==> src/rtl/mission_sequencer.sv <==
// mission_sequencer: fault scan / pick / rectify mission FSM driving a path planner
module mission_sequencer #(
  parameter int NUM_UNITS = 3,
  parameter int MAX_WP = 4,
  parameter int NODE_W = 5,
  parameter int CNT_W = 3,
  parameter logic [NUM_UNITS*MAX_WP*NODE_W-1:0] WP_TABLE =
    {5'd0, 5'd24, 5'd27, 5'd29, 5'd0, 5'd2, 5'd5, 5'd7, 5'd12, 5'd15, 5'd17, 5'd19},
  parameter logic [NUM_UNITS*4-1:0] WP_COUNT = {4'd3, 4'd3, 4'd4},
  parameter logic [4*NODE_W-1:0] STORE_NODES = {5'd11, 5'd23, 5'd10, 5'd22},
  parameter logic [NODE_W-1:0] HOME_NODE = '0
) (
  input  logic                 clk_50M,
  input  logic                 rst_n,
  input  logic                 run_en,
  input  logic [NUM_UNITS-1:0] fault_flag,
  input  logic                 pick_block_flag,
  input  logic [1:0]           block_location,
  input  logic [NODE_W-1:0]    realtime_pos,
  input  logic [NODE_W-1:0]    curr_node,
  output logic                 path_req,
  output logic [NODE_W-1:0]    start_point,
  output logic [NODE_W-1:0]    end_point,
  output logic [2:0]           fault_unit,
  output logic [2:0]           fault_id,
  output logic                 all_done,
  output logic [NUM_UNITS-1:0] pending
);
  typedef enum logic [2:0] {IDLE, SCAN, PICK, RECTIFY, HOME, DONE} state_t;
  state_t state;
  logic [CNT_W-1:0] cnt [NUM_UNITS];
  logic [2:0] act, wp, sel;
  logic armed, any, leg_done, last, rect_done;
  logic [NODE_W-1:0] wp_node, store_node;
  logic [3:0] wp_cnt;
  for (genvar i = 0; i < NUM_UNITS; i++) begin : g_pend
    assign pending[i] = |cnt[i];
  end
  always_comb begin
    sel = '0;
    for (int i = NUM_UNITS - 1; i >= 0; i--) if (pending[i]) sel = 3'(i);
  end
  assign any = |pending;
  assign wp_node = WP_TABLE[(int'(act) * MAX_WP + int'(wp)) * NODE_W +: NODE_W];
  assign wp_cnt = WP_COUNT[int'(act) * 4 +: 4];
  assign store_node = STORE_NODES[int'(block_location) * NODE_W +: NODE_W];
  assign last = {1'b0, wp} + 4'd1 == wp_cnt;
  assign leg_done = path_req && armed && curr_node == end_point;
  // combinational so the counter drops on the same edge the FSM returns to IDLE
  assign rect_done = run_en && state == RECTIFY && leg_done && last;
  always_ff @(posedge clk_50M or negedge rst_n)
    if (!rst_n) begin
      for (int i = 0; i < NUM_UNITS; i++) cnt[i] <= '0;
    end else begin
      for (int i = 0; i < NUM_UNITS; i++)
        if (fault_flag[i] && !(rect_done && act == 3'(i)) && !(&cnt[i])) cnt[i] <= cnt[i] + 1'b1;
        else if (rect_done && act == 3'(i) && !fault_flag[i] && pending[i]) cnt[i] <= cnt[i] - 1'b1;
    end
  always_ff @(posedge clk_50M or negedge rst_n)
    if (!rst_n) begin
      state <= IDLE;
      act <= '0;
      wp <= '0;
      armed <= 1'b0;
      path_req <= 1'b0;
      start_point <= '0;
      end_point <= '0;
      fault_unit <= '0;
      fault_id <= '0;
      all_done <= 1'b0;
    end else if (run_en) begin
      if (path_req) armed <= 1'b1;
      if (leg_done) begin
        path_req <= 1'b0;
        armed <= 1'b0;
        fault_id <= '0;
      end
      case (state)
        IDLE: begin
          act <= sel;
          wp <= '0;
          fault_unit <= any ? sel + 3'd1 : 3'd0;
          all_done <= !any && realtime_pos == HOME_NODE;
          state <= any ? SCAN : realtime_pos != HOME_NODE ? HOME : DONE;
        end
        SCAN, RECTIFY:
          if (!path_req) begin
            path_req <= 1'b1;
            start_point <= curr_node;
            end_point <= wp_node;
            fault_id <= state == SCAN ? wp : 3'd0;
          end else if (leg_done) begin
            wp <= last ? 3'd0 : wp + 3'd1;
            if (last) state <= state == SCAN ? PICK : IDLE;
            if (last && state == RECTIFY) begin
              act <= '0;
              fault_unit <= '0;
            end
          end
        PICK:
          if (!path_req && pick_block_flag) begin
            path_req <= 1'b1;
            start_point <= curr_node;
            end_point <= store_node;
          end else if (leg_done) state <= RECTIFY;
        HOME:
          if (!path_req) begin
            path_req <= 1'b1;
            start_point <= curr_node;
            end_point <= HOME_NODE;
          end else if (leg_done) state <= IDLE;
        DONE:
          if (any) begin
            all_done <= 1'b0;
            state <= IDLE;
          end
        default: state <= IDLE;
      endcase
    end
endmodule

==> config.mk <==
export PLATFORM = sky130hd
export DESIGN_NAME = mission_sequencer
export DESIGN_NICKNAME = d
export VERILOG_FILES = /design/src/rtl/mission_sequencer.sv
export SDC_FILE = /design/constraint.sdc
export NUM_CORES = 1
export LEC_CHECK = 0
export BUFFER_PORTS_ARGS = -buffer_cell sky130_fd_sc_hd__buf_2
export CELL_PAD_IN_SITES_DETAIL_PLACEMENT = 1
export CELL_PAD_IN_SITES_GLOBAL_PLACEMENT = 2
export CORE_MARGIN = 1.5
export CORE_UTILIZATION = 35
export DETAILED_ROUTE_END_ITERATION = 6
export GPL_TIMING_DRIVEN = 1
export HOLD_SLACK_MARGIN = 0.02
export PLACE_DENSITY = 0.86
export SLEW_MARGIN = 20
export SYNTH_ARGS = -nofsm -noshare
export SYNTH_HDL_FRONTEND = slang
export SYNTH_SLANG_ARGS = --single-unit
==> constraint.sdc <==
create_clock -name clk_50M -period 4.07 [get_ports clk_50M]
set_clock_uncertainty 0.2 [all_clocks]
set_input_delay 0.2035 -clock clk_50M [delete_from_list [all_inputs] [get_ports clk_50M]]
set_output_delay 0.2035 -clock clk_50M [all_outputs]
set_load 0.02 [all_outputs]
---- After elaboration in Yosys (flattened, before gate mapping) ----
Index checks and enable logic that the tools add are counted.
W data, S select, Z words.
word-level totals
  register bits ........................... 37
  input bits .............................. 19
  output and inout port bits .............. 21
  word-level logic and storage cells ...... 162
cells by class
  $add $sub $neg .......................... 10
  multiply operators ...................... 2
  equality and inequality tests ........... 22
  shifts and indexed selects .............. 3
  muxes and demuxes ....................... 50
  reduce and logical (&&, ||, !) cells .... 62
operators by type and width
  kind                        count
  $mux W3                     26
  $shiftx A60 B10 Y5 const A  1
  $ne A2 B2 Y1 const B        13
  $mux W5                     5
  $logic_and A1 B1 Y1         23
  $shiftx A20 B6 Y5 const A   1
  $pmux W3 S2                 3
  $add A3 B1 Y3 const B       5
  $pmux W3 S5                 1
  $pmux W5 S3                 1
  $reduce_bool A2 Y1          7
  $reduce_and A3 Y1           4
  $reduce_or A3 Y1            4
  $shiftx A12 B6 Y4 const A   1
  $logic_not A1 Y1            11
  $pmux W5 S2                 1
  $reduce_and A5 Y1           2
  $eq A3 B2 Y1 const B        3
  $mul A6 B3 Y9 const B       1
  $reduce_and A9 Y1           1
  $reduce_or A9 Y1            1
  $sub A3 B1 Y3 const B       3
  $mux W2                     4
  $reduce_and A4 Y1           2
  other kinds (15)            25

---- Logic depth before layout (Yosys ltp) ----
  word-level depth ........................ 9
  depth in mapped cells ................... 12
  mapped depth without buffers ............ 12

---- Worst setup path after synthesis ----
No wires, ideal clock.
  kind .................................... register -> register
  from .................................... reg wp[0]
  to ...................................... reg cnt[5] in the netlist's numbering
  setup time .............................. 0.064 ns
  data arrival time ....................... 2.989 ns
  data required time ...................... 3.806 ns
  setup slack ............................. 0.817 ns
  cell stages (with the launch flop) ...... 12
  buffers on the path ..................... 1
  clock period less this slack ............ 3.253 ns
  cell sequence ........................... dfrtp_1 -> inv_1 -> ha_1 -> nor3b_1 -> a2bb2oi_2 -> nor4_1 -> buf_2 -> a311o_1 -> fa_1 -> or4b_2 -> nand4_1 -> a21o_1
between the ends
  cells in the longest elaborated chain, start to end .. 8
  elaborated cells on any way between the ends .. 11
  those cells by class .................... add/sub (1); eq/ne (1); mux (1); reduce/logical (8)
RTL lines
  item                                           line    text
  from (decl)                                    32      logic [2:0] act, wp, sel;
  from (signal assigned)                         93      wp <= last ? 3'd0 : wp + 3'd1;
  $add A3 B1 Y4 (*)                              47      assign last = {1'b0, wp} + 4'd1 == wp_cnt;
  $eq A4 B4 Y1 (*)                               47
  $logic_and A1 B1 Y1 (*)                        50      assign rect_done = run_en && state == RECTIFY && leg_done && last;
  $logic_and A1 B1 Y1 (*)                        56, 57
  $logic_not A1 Y1                               56      if (fault_flag[i] && !(rect_done && act == 3'(i)) && !(&cnt[i])) cnt[i] <= cnt[i] + 1'b1;
  $logic_and A1 B1 Y1 (2 in a row)               56
  $mux W3 or $reduce_bool A2 Y1 (tied branches)  -
  to (signal, indexed assignment)                57      else if (rect_done && act == 3'(i) && !fault_flag[i] && pending[i]) cnt[i] <= cnt[i] - 1'b1;
  to (decl)                                      31      logic [CNT_W-1:0] cnt [NUM_UNITS];
Every way passes the cells marked *; elsewhere a longest branch is shown, timed or not.
A chain may end at the register's enable or synchronous reset.

---- Worst setup path in the final report ----
  from .................................... reg wp[0]
  to ...................................... reg cnt[2] in the netlist's numbering
Same word-level chain as after synthesis.

==> metrics.txt <==
WL met2=3475 um; Synth Flop Type=dfrtp_1; Clock Latency Late Sink=0.29 ns; RSZ-0062 raised after global routing=no; post-route setup TNS=0 ns; DR top layer=met4; total power draw=1.836 mW; switching pwr=843.0 uW; Synth area leaders=dfrtp_1 32%, ha_1 5.4%, nand2_1 4.2%, nor2_1 3.8%, o21ai_0 3.2%; Total Wirelength=7158 um; fmax=0.2881 GHz; full die area=8465 um2; placed cell area=3040 um2; Critical Path Slowest Stage Cell=dfrtp_1; most used cell along the critical path=nand2_1; Worst Setup End Kind=flop; Data arrival, critical path=3.44 ns; Num CTS Buffers=5; PostCTS Resize Cnt=0; wire length on met3=200 um; clock buffer depth=2; Period minus WS final=3.471 ns; worst-path fanout max=9; number of antenna violations at the first check in global routing=0; final period utilization=85.28%; outcome=finished clean; Worst Slack Setup Final=0.5989 ns; Top Ports=40; Flop pwr share=35.7%; core footprint=7687 um2; first-pass GRT wire length=11,930 um; final net count=385; Worst-path clk slew=0.08 ns; Placement Setup Slack=0.6061 ns; number of routed nets with antenna violations=0; M1 wire length=3373 um; gr usage total=17.65%; top-count cell post-synth=dfrtp_1; slew margin rel.=41.45%; Hold/Removal Path Class=in2reg; GRT Residual Overflow=0; startpoint type of the worst setup path=flop; syn_area_per_cell=8.774 um2; Syn-to-layout area delta=15.12%; Pint=993.0 uW; max_cap viols=0; H-tree Lvls=2; WS Path Type=reg2reg; Die W=92.01 um; TritonCTS clock tree=done; FF/Latch Area=900.9 um2; count of pins over their slew limit=0; clk root buf=clkbuf_8; vias per std cell=5.433; combinational fraction of design power=50.4%; Post-CTS Setup Bufs=0; DRT Pass-1 Iters=4; CP Buf/Inv Count=1; placed wire-length estimate=5411 um; Residual DRC=0; Synth cell types=63; # rows=32; footprint of the multi-input gates=1757 um2; Wirelength per Cell=15.80 um; CP top delay family=simple AND/OR/NAND/NOR gates; vias in the first global route=2,489; Fin. Hold Viols=0; Initial Utilization=36.07%; post-synth top area cell=dfrtp_1; Warnings, synthesis=0; Crit path largest cell delay=0.51 ns; EDFF count, synth=0; Switching Share=45.92%; largest net degree at the start of global routing=37; crit-path cells=inv_1, ha_1, nor3b_1, a2bb2oi_2, nor4_4, a31oi_4, nand2_1, fa_1, nand2_1, a311o_1, a21oi_1, a211oi_2; sequential area share after synthesis=32.49%; static leakage=1.397 nW; synthesized area=2773 um2; RD Place Congestion=0.7803; Worst Tran Pin Value=0.8782 ns; clock sink count=36; vias=2,461; post-layout util=41.52%; count of final setup violators=0; #FFs+latches synth=36; DR iter-0 viols=70; synth cell count leaders=36 x dfrtp_1, 31 x nand2_1, 28 x nor2_1; Die Span Y=92.01 um; Mapped Cells=316; Clock Power Share=13.9%; VDD IR-drop max=227.9 uV; PD cells=575.2 nW/um2; share of cells above drive strength 1=19.66%; post-route cell area=3192 um2; fillers=937; Critical Path RT=4.04 ns; share of Yosys cell area claimed by the top area cell type=32.49%; # diodes=0; FFs w/ async S/R, synth=100.0%; Syn Nets=350; input/output buffers=39
timing repair:
| action | in CTS | in global routing |
|---|---|---|
| endpoints found under the hold margin | 42 | 0 |
| hold buffers | 7 | 0 |
| setup endpoints to repair | 0 | 0 |
area by class of cell:
class | count | share of cell area (%)
Multi-Input combinational cell | 250 | 55.04
Sequential cell | 36 | 28.22
Timing Repair Buffer | 50 | 9.251
Tap cell | 102 | 3.998
Clock buffer | 5 | 2.156
Inverter | 8 | 0.9408
Clock inverter | 2 | 0.3920
worst paths after layout:
check / cells after the start / start / slack [ns] / end
max reg2reg: 12 / wp[0] / 0.60 / cnt[2]
max: 12 / wp[0] / 0.60 / cnt[2]
min: 3 / block_location[0] / 0.03 / end_point[3]
max in group asynchronous: 2 / rst_n / 2.76 / cnt[8]
min in group asynchronous: 2 / rst_n / 0.36 / fault_unit[0]
min reg2reg: 1 / all_done / 0.29 / all_done
state kept, by name, indices dropped and copies added, names as in the netlist, 2 cells and up:
signal       count
start_point      5
cnt              9
fault_unit       3
wp               3
end_point        5
fault_id         3
act              2
state            3
layout by cell type, fill, tap and decap left out, types with 7 or more instances in the layout:
master	netlist	layout
buf_2	2	39
dfrtp_1	36	36
nand2_1	31	31
nor2_1	28	28
o21ai_0	18	18
a21oi_1	17	17
nand3_1	12	12
ha_1	12	12
nand4_1	9	9
inv_1	8	8
xor2_1	7	7
dlygate4sd3_1	0	7
cells by family (layout without fill, tap and decap cells):
logic type	after synthesis	count (layout)	share of synthesized area (%)
simple gates	141	141	29.02
compound gates	70	70	17.69
fa+ha+maj	15	15	7.581
flops	36	36	32.49
xor+xnor	12	12	4.377
mux	12	12	4.693
buf+inv	30	65	4.152
per-stage QoR:
step           hold slack (ns)  cells
2_1_floorplan          -0.2921    316
4_1_cts                0.02908    453
3_5_place_dp            0.1716    439
5_1_grt                0.07748    453
6_report               0.02698    453
3_3_place_gp            0.1783    439
power by group through the flow:
stage | logic (mW) | registers, mW | clock network (mW)
after floorplan | 0.686 | 0.644 | 0
after global placement | 0.894 | 0.660 | 0
after detailed placement | 0.922 | 0.665 | 0
after CTS | 0.932 | 0.658 | 0.262
after global routing | 1.03 | 0.685 | 0.271
final | 0.926 | 0.656 | 0.254
per-layer routing:
layer	vias up	global-route usage, %
li1	1208	-
met1	1207	22.94
met2	38	30.56
met3	8	2.239
met4	0	5.128
met5	-	0
worst min-delay path, stage by stage:
cell and delay (ns):
buf_2 0.10, a21oi_1 0.06, o21ai_0 0.12
(Power assumes the default switching activity.)
